`src/rtl/imm_pkg.sv`:
```
// Shared types and constants for the immediate generator pipeline.
package imm_pkg;

  typedef enum logic [2:0] {
    FMT_NONE    = 3'd0,
    FMT_I       = 3'd1,
    FMT_I_SHAMT = 3'd2,
    FMT_S       = 3'd3,
    FMT_B       = 3'd4,
    FMT_U       = 3'd5,
    FMT_J       = 3'd6
  } fmt_t;

  localparam logic [6:0] OP_IMM    = 7'b0010011;
  localparam logic [6:0] OP_LOAD   = 7'b0000011;
  localparam logic [6:0] OP_JALR   = 7'b1100111;
  localparam logic [6:0] OP_SYSTEM = 7'b1110011;
  localparam logic [6:0] OP_IMM_W  = 7'b0011011;
  localparam logic [6:0] OP_STORE  = 7'b0100011;
  localparam logic [6:0] OP_BRANCH = 7'b1100011;
  localparam logic [6:0] OP_LUI    = 7'b0110111;
  localparam logic [6:0] OP_AUIPC  = 7'b0010111;
  localparam logic [6:0] OP_JAL    = 7'b1101111;

  // Fields are sized for the widest legal XLEN; narrower builds use the low bits.
  typedef struct packed {
    logic [63:0] imm;
    fmt_t        fmt;
    logic [63:0] tgt;
    logic        tgt_vld;
    logic [63:0] pc;
  } imm_res_t;

endpackage

```
`src/rtl/imm_decode.sv`:
```
// Combinational format classifier, immediate extender and PC-relative adder.
module imm_decode
  import imm_pkg::*;
#(
  parameter int XLEN = 32,
  parameter bit RV64 = 1'b0
) (
  input  logic [31:0]     instr,
  input  logic [XLEN-1:0] pc,
  output imm_res_t        res
);

  logic [6:0]  opcode;
  logic [2:0]  funct3;
  logic [63:0] imm;
  logic [63:0] pc_ext;
  logic [63:0] sum;
  fmt_t        fmt;
  logic        tgt_vld;

  assign opcode = instr[6:0];
  assign funct3 = instr[14:12];
  assign pc_ext = 64'(pc);
  assign sum    = pc_ext + imm;

  // Classify the opcode and build the 64-bit sign/zero-extended immediate.
  always_comb begin
    imm     = '0;
    fmt     = FMT_NONE;
    tgt_vld = 1'b0;
    case (opcode)
      OP_IMM: begin
        if (funct3 == 3'b001 || funct3 == 3'b101) begin
          fmt = FMT_I_SHAMT;
          imm = RV64 ? {58'b0, instr[25:20]} : {59'b0, instr[24:20]};
        end else begin
          fmt = FMT_I;
          imm = {{52{instr[31]}}, instr[31:20]};
        end
      end
      OP_LOAD, OP_JALR, OP_SYSTEM: begin
        fmt = FMT_I;
        imm = {{52{instr[31]}}, instr[31:20]};
      end
      OP_IMM_W: begin
        if (RV64) begin
          fmt = FMT_I_SHAMT;
          imm = {59'b0, instr[24:20]};
        end
      end
      OP_STORE: begin
        fmt = FMT_S;
        imm = {{52{instr[31]}}, instr[31:25], instr[11:7]};
      end
      OP_BRANCH: begin
        fmt     = FMT_B;
        tgt_vld = 1'b1;
        imm     = {{51{instr[31]}}, instr[31], instr[7], instr[30:25], instr[11:8], 1'b0};
      end
      OP_LUI, OP_AUIPC: begin
        fmt     = FMT_U;
        tgt_vld = (opcode == OP_AUIPC);
        imm     = {{32{instr[31]}}, instr[31:12], 12'b0};
      end
      OP_JAL: begin
        fmt     = FMT_J;
        tgt_vld = 1'b1;
        imm     = {{43{instr[31]}}, instr[31], instr[19:12], instr[20], instr[30:21], 1'b0};
      end
      default: begin
        fmt = FMT_NONE;
      end
    endcase
  end

  // Pack the result; the target is forced to zero when it carries no meaning.
  always_comb begin
    res         = '0;
    res.imm     = imm;
    res.fmt     = fmt;
    res.tgt_vld = tgt_vld;
    res.tgt     = tgt_vld ? sum : 64'b0;
    res.pc      = pc_ext;
  end

endmodule

```
`src/rtl/imm_gen_pipe.sv`:
```
// Registered immediate generator with a main output stage and one skid entry.
module imm_gen_pipe
  import imm_pkg::*;
#(
  parameter int XLEN = 32,
  parameter bit RV64 = 1'b0
) (
  input  logic            clk,
  input  logic            rst,
  input  logic            flush,
  input  logic            in_valid,
  output logic            in_ready,
  input  logic [31:0]     in_instr,
  input  logic [XLEN-1:0] in_pc,
  output logic            out_valid,
  input  logic            out_ready,
  output logic [XLEN-1:0] out_imm,
  output logic [2:0]      out_fmt,
  output logic [XLEN-1:0] out_tgt,
  output logic            out_tgt_vld,
  output logic [XLEN-1:0] out_pc
);

  imm_res_t dec_res;
  imm_res_t main_q;
  imm_res_t skid_q;
  logic     main_vld;
  logic     skid_vld;
  logic     ready_q;
  logic     accept;
  logic     drain;
  logic     main_free;
  logic     main_vld_n;
  logic     skid_vld_n;
  logic     load_main_in;
  logic     load_main_skid;
  logic     load_skid;

  imm_decode #(.XLEN(XLEN), .RV64(RV64)) u_decode (
    .instr (in_instr),
    .pc    (in_pc),
    .res   (dec_res)
  );

  assign accept    = in_valid & ready_q;
  assign drain     = main_vld & out_ready;
  assign main_free = ~main_vld | drain;

  // Decide where an accepted entry lands and how the two valid bits evolve.
  always_comb begin
    main_vld_n     = main_vld;
    skid_vld_n     = skid_vld;
    load_main_in   = 1'b0;
    load_main_skid = 1'b0;
    load_skid      = 1'b0;
    if (flush) begin
      main_vld_n = 1'b0;
      skid_vld_n = 1'b0;
    end else if (main_free) begin
      if (skid_vld) begin
        load_main_skid = 1'b1;
        main_vld_n     = 1'b1;
        skid_vld_n     = 1'b0;
      end else begin
        load_main_in = accept;
        main_vld_n   = accept;
      end
    end else if (accept) begin
      load_skid  = 1'b1;
      skid_vld_n = 1'b1;
    end
  end

  // Valid bits and the registered ready, which is low only while the skid is occupied.
  always_ff @(posedge clk) begin
    if (rst) begin
      main_vld <= 1'b0;
      skid_vld <= 1'b0;
      ready_q  <= 1'b1;
    end else begin
      main_vld <= main_vld_n;
      skid_vld <= skid_vld_n;
      ready_q  <= ~skid_vld_n;
    end
  end

  // Data registers change only when an entry is loaded, so idle outputs stay quiet.
  always_ff @(posedge clk) begin
    if (rst) begin
      main_q <= '0;
      skid_q <= '0;
    end else begin
      if (load_main_in) begin
        main_q <= dec_res;
      end else if (load_main_skid) begin
        main_q <= skid_q;
      end
      if (load_skid) begin
        skid_q <= dec_res;
      end
    end
  end

  assign in_ready    = ready_q;
  assign out_valid   = main_vld;
  assign out_imm     = main_q.imm[XLEN-1:0];
  assign out_fmt     = main_q.fmt;
  assign out_tgt     = main_q.tgt[XLEN-1:0];
  assign out_tgt_vld = main_q.tgt_vld;
  assign out_pc      = main_q.pc[XLEN-1:0];

endmodule

```
`config.mk`:
```
export PLATFORM = sky130hd
export DESIGN_NAME = imm_gen_pipe
export DESIGN_NICKNAME = d
export VERILOG_FILES = /design/src/rtl/imm_pkg.sv /design/src/rtl/imm_decode.sv /design/src/rtl/imm_gen_pipe.sv
export SDC_FILE = /design/constraint.sdc
export NUM_CORES = 1
export LEC_CHECK = 0
export BUFFER_PORTS_ARGS = -buffer_cell sky130_fd_sc_hd__buf_2
export CORE_MARGIN = 5
export CORE_UTILIZATION = 50
export CTS_CLUSTER_DIAMETER = 100
export CTS_CLUSTER_SIZE = 20
export DETAILED_ROUTE_END_ITERATION = 7
export HOLD_SLACK_MARGIN = 0.06
export PLACE_DENSITY_LB_ADDON = 0.15
export RECOVER_POWER = 25
export SYNTH_ARGS = -nofsm -noshare
export SYNTH_HDL_FRONTEND = slang
export SYNTH_HIERARCHICAL = 1
export SYNTH_SLANG_ARGS = --single-unit
```
`constraint.sdc`:
```
create_clock -name clk -period 11.25 [get_ports clk]
set_input_delay 1.125 -clock clk [delete_from_list [all_inputs] [get_ports clk]]
set_output_delay 1.125 -clock clk [all_outputs]
set_load 0.005 [all_outputs]
```
==> flow_metrics.env <==
export IMPL_cp_start_kind="primary input"
export IMPL_criticalPathCategory="in -> reg"
export IMPL_clk_path_buf_depth=3
export IMPL_firstDrtPassIters=5
export IMPL_final_setup_viol_count=0
export IMPL_min_from="skid_q[80]"
export IMPL_drtAntennaViolNets=0
export IMPL_post_cts_resized=0
export IMPL_dpl_cell_count=1765
export IMPL_grt_max_degree=174
export IMPL_drive_above_1_share=0.127
export IMPL_end_kind="flip-flop"
export IMPL_synth_cells=1483
export IMPL_io_pins=171
export IMPL_fill_cells=2344
export IMPL_max_vdd_ir_drop_v=0.000124
export IMPL_ys_warn_count=6
export IMPL_drcViolationCount=0
export IMPL_finClkSkew_ps=18.2
export IMPL_detail_route_wl_per_cell_microns=23.9
export IMPL_dieArea_sq_mm=0.0271
export IMPL_cts_tree="done"
export IMPL_core_area_sq_mm=0.0235
export IMPL_status="finished, violations left"
export IMPL_period_share=0.549
export IMPL_tns_ps=0
export IMPL_cts_setup_buffers=0
export IMPL_clock_latency_ps=480
export IMPL_fin_cells=1781
export IMPL_cts_max_level=1
export IMPL_holdBufCountCts=0
export IMPL_dieWidth_microns=165
export IMPL_worstReg2RegStart="out_valid"
export IMPL_gp_congestion=1.03
export IMPL_viasPerCell=6.88
export IMPL_final_common_cell="dfxtp_1"
export IMPL_syn_area_per_cell_sq_um=8.06
export IMPL_cts_sinks=203
export IMPL_powerDensity_mw_per_mm2=119
export IMPL_start_util=0.508
export IMPL_numCtsBuffers=14
export IMPL_worst_pin_slew_ps=3950
export IMPL_hold_ws_ps=470
export IMPL_antenna_found_initial=0
export IMPL_startpoint="out_ready"
export IMPL_io_buffers=170
export IMPL_die_y_microns=165
export IMPL_diodes=0
export IMPL_area_growth_pct=5.08
export IMPL_min_period_ps=6170
export IMPL_hpwl_microns=26800
export IMPL_rows=56
export IMPL_max_freq_mhz=162
export IMPL_grt_pass1_wl_microns=65100
export IMPL_synth_nets=1585
export IMPL_hold_viol=0
export IMPL_ctsRootBufferMaster="clkbuf_16"
export IMPL_hold_class="reg -> reg"
export IMPL_drt_initial_drc_count=1473
export IMPL_leakagePower_nw=4.49
export IMPL_slew_violations=92
export IMPL_cp_max_fo=91
export IMPL_relSlewSlack=-1.64
export IMPL_crit_required_ps=11620
export IMPL_cap_violations=1
export IMPL_final_cell_mix="dfxtp_1, a21oi_1, o21ai_0"
export IMPL_dr_total_vias=12300
export IMPL_rsz0062_at_grt="false"
export IMPL_fin_nets=1564
export IMPL_syn_cell_area_sq_mm=0.0120
export IMPL_routed_wl_microns=42600
export IMPL_violations="capacitance limit, slew limit"
export IMPL_clk_pin_slew_ps=90
export IMPL_grt_pass1_vias=10800
export IMPL_grt_usage=0.296
export IMPL_crit_arrival_ps=6550
export IMPL_grt_ovfl_total=0
==> final timing paths <==
kind / end / slack (ps) / cells after the start
setup / recovery: out_tgt_vld / 5080 / 4
hold / removal: out_tgt[15] / 470 / 2
setup reg to reg: out_tgt_vld / 5680 / 3
hold reg to reg: out_tgt[15] / 470 / 2
==> critical path, stage by stage <==
cell and delay [ps]:
buf_2 130, nand2b_1 2850, nand3_1 1860, o31ai_1 570
==> cell type report <==
type / instances / area [sq um] / area share
Sequential cell: 203 / 4060 / 0.324
Timing Repair Buffer: 185 / 913 / 0.0727
Clock buffer: 15 / 375 / 0.0299
Inverter: 21 / 86.3 / 0.00687
Tap cell: 319 / 399 / 0.0318
Multi-Input combinational cell: 1037 / 6700 / 0.534
Clock inverter: 1 / 20.0 / 0.00159
==> stage by stage <==
step | total power, W | cell area (sq um) | utilization | worst slack (ps)
3_3_place_gp | 0.000997 | 12200 | 0.519 | 5790
4_1_cts | 0.00150 | 12600 | 0.536 | 6270
6_report | 0.00149 | 12600 | 0.534 | 5080
5_1_grt | 0.00154 | 12600 | 0.534 | 4930
2_1_floorplan | 0.000922 | 12000 | - | 6640
3_5_place_dp | 0.000997 | 12200 | 0.519 | 5750
==> registers in the layout, summed over array words and instances (netlist names) <==
signal / count
out_pc: 32
skid_vld: 1
out_tgt: 32
out_fmt: 3
skid_q: 100
out_tgt_vld: 1
out_valid: 1
out_imm: 32
in_ready: 1
==> power breakdown <==
part	total [W]	switching, W	leakage [nW]	internal [W]
sequential	0.000750	0.0000119	1.65	0.000738
clock	0.000507	0.000264	0.195	0.000243
combinational	0.000233	0.000165	2.65	0.0000686
==> routing by layer <==
metal | part of all wire | up-vias | wire, microns | global-route usage
met5 | 0 | - | 0 | 0
met2 | 0.44 | 568 | 18900 | 0.445
met4 | 0.032 | 0 | 1370 | 0.0911
li1 | - | 5659 | - | -
met3 | 0.087 | 80 | 3710 | 0.0537
met1 | 0.44 | 5950 | 18700 | 0.432
Power figures use the tool's default switching activity.
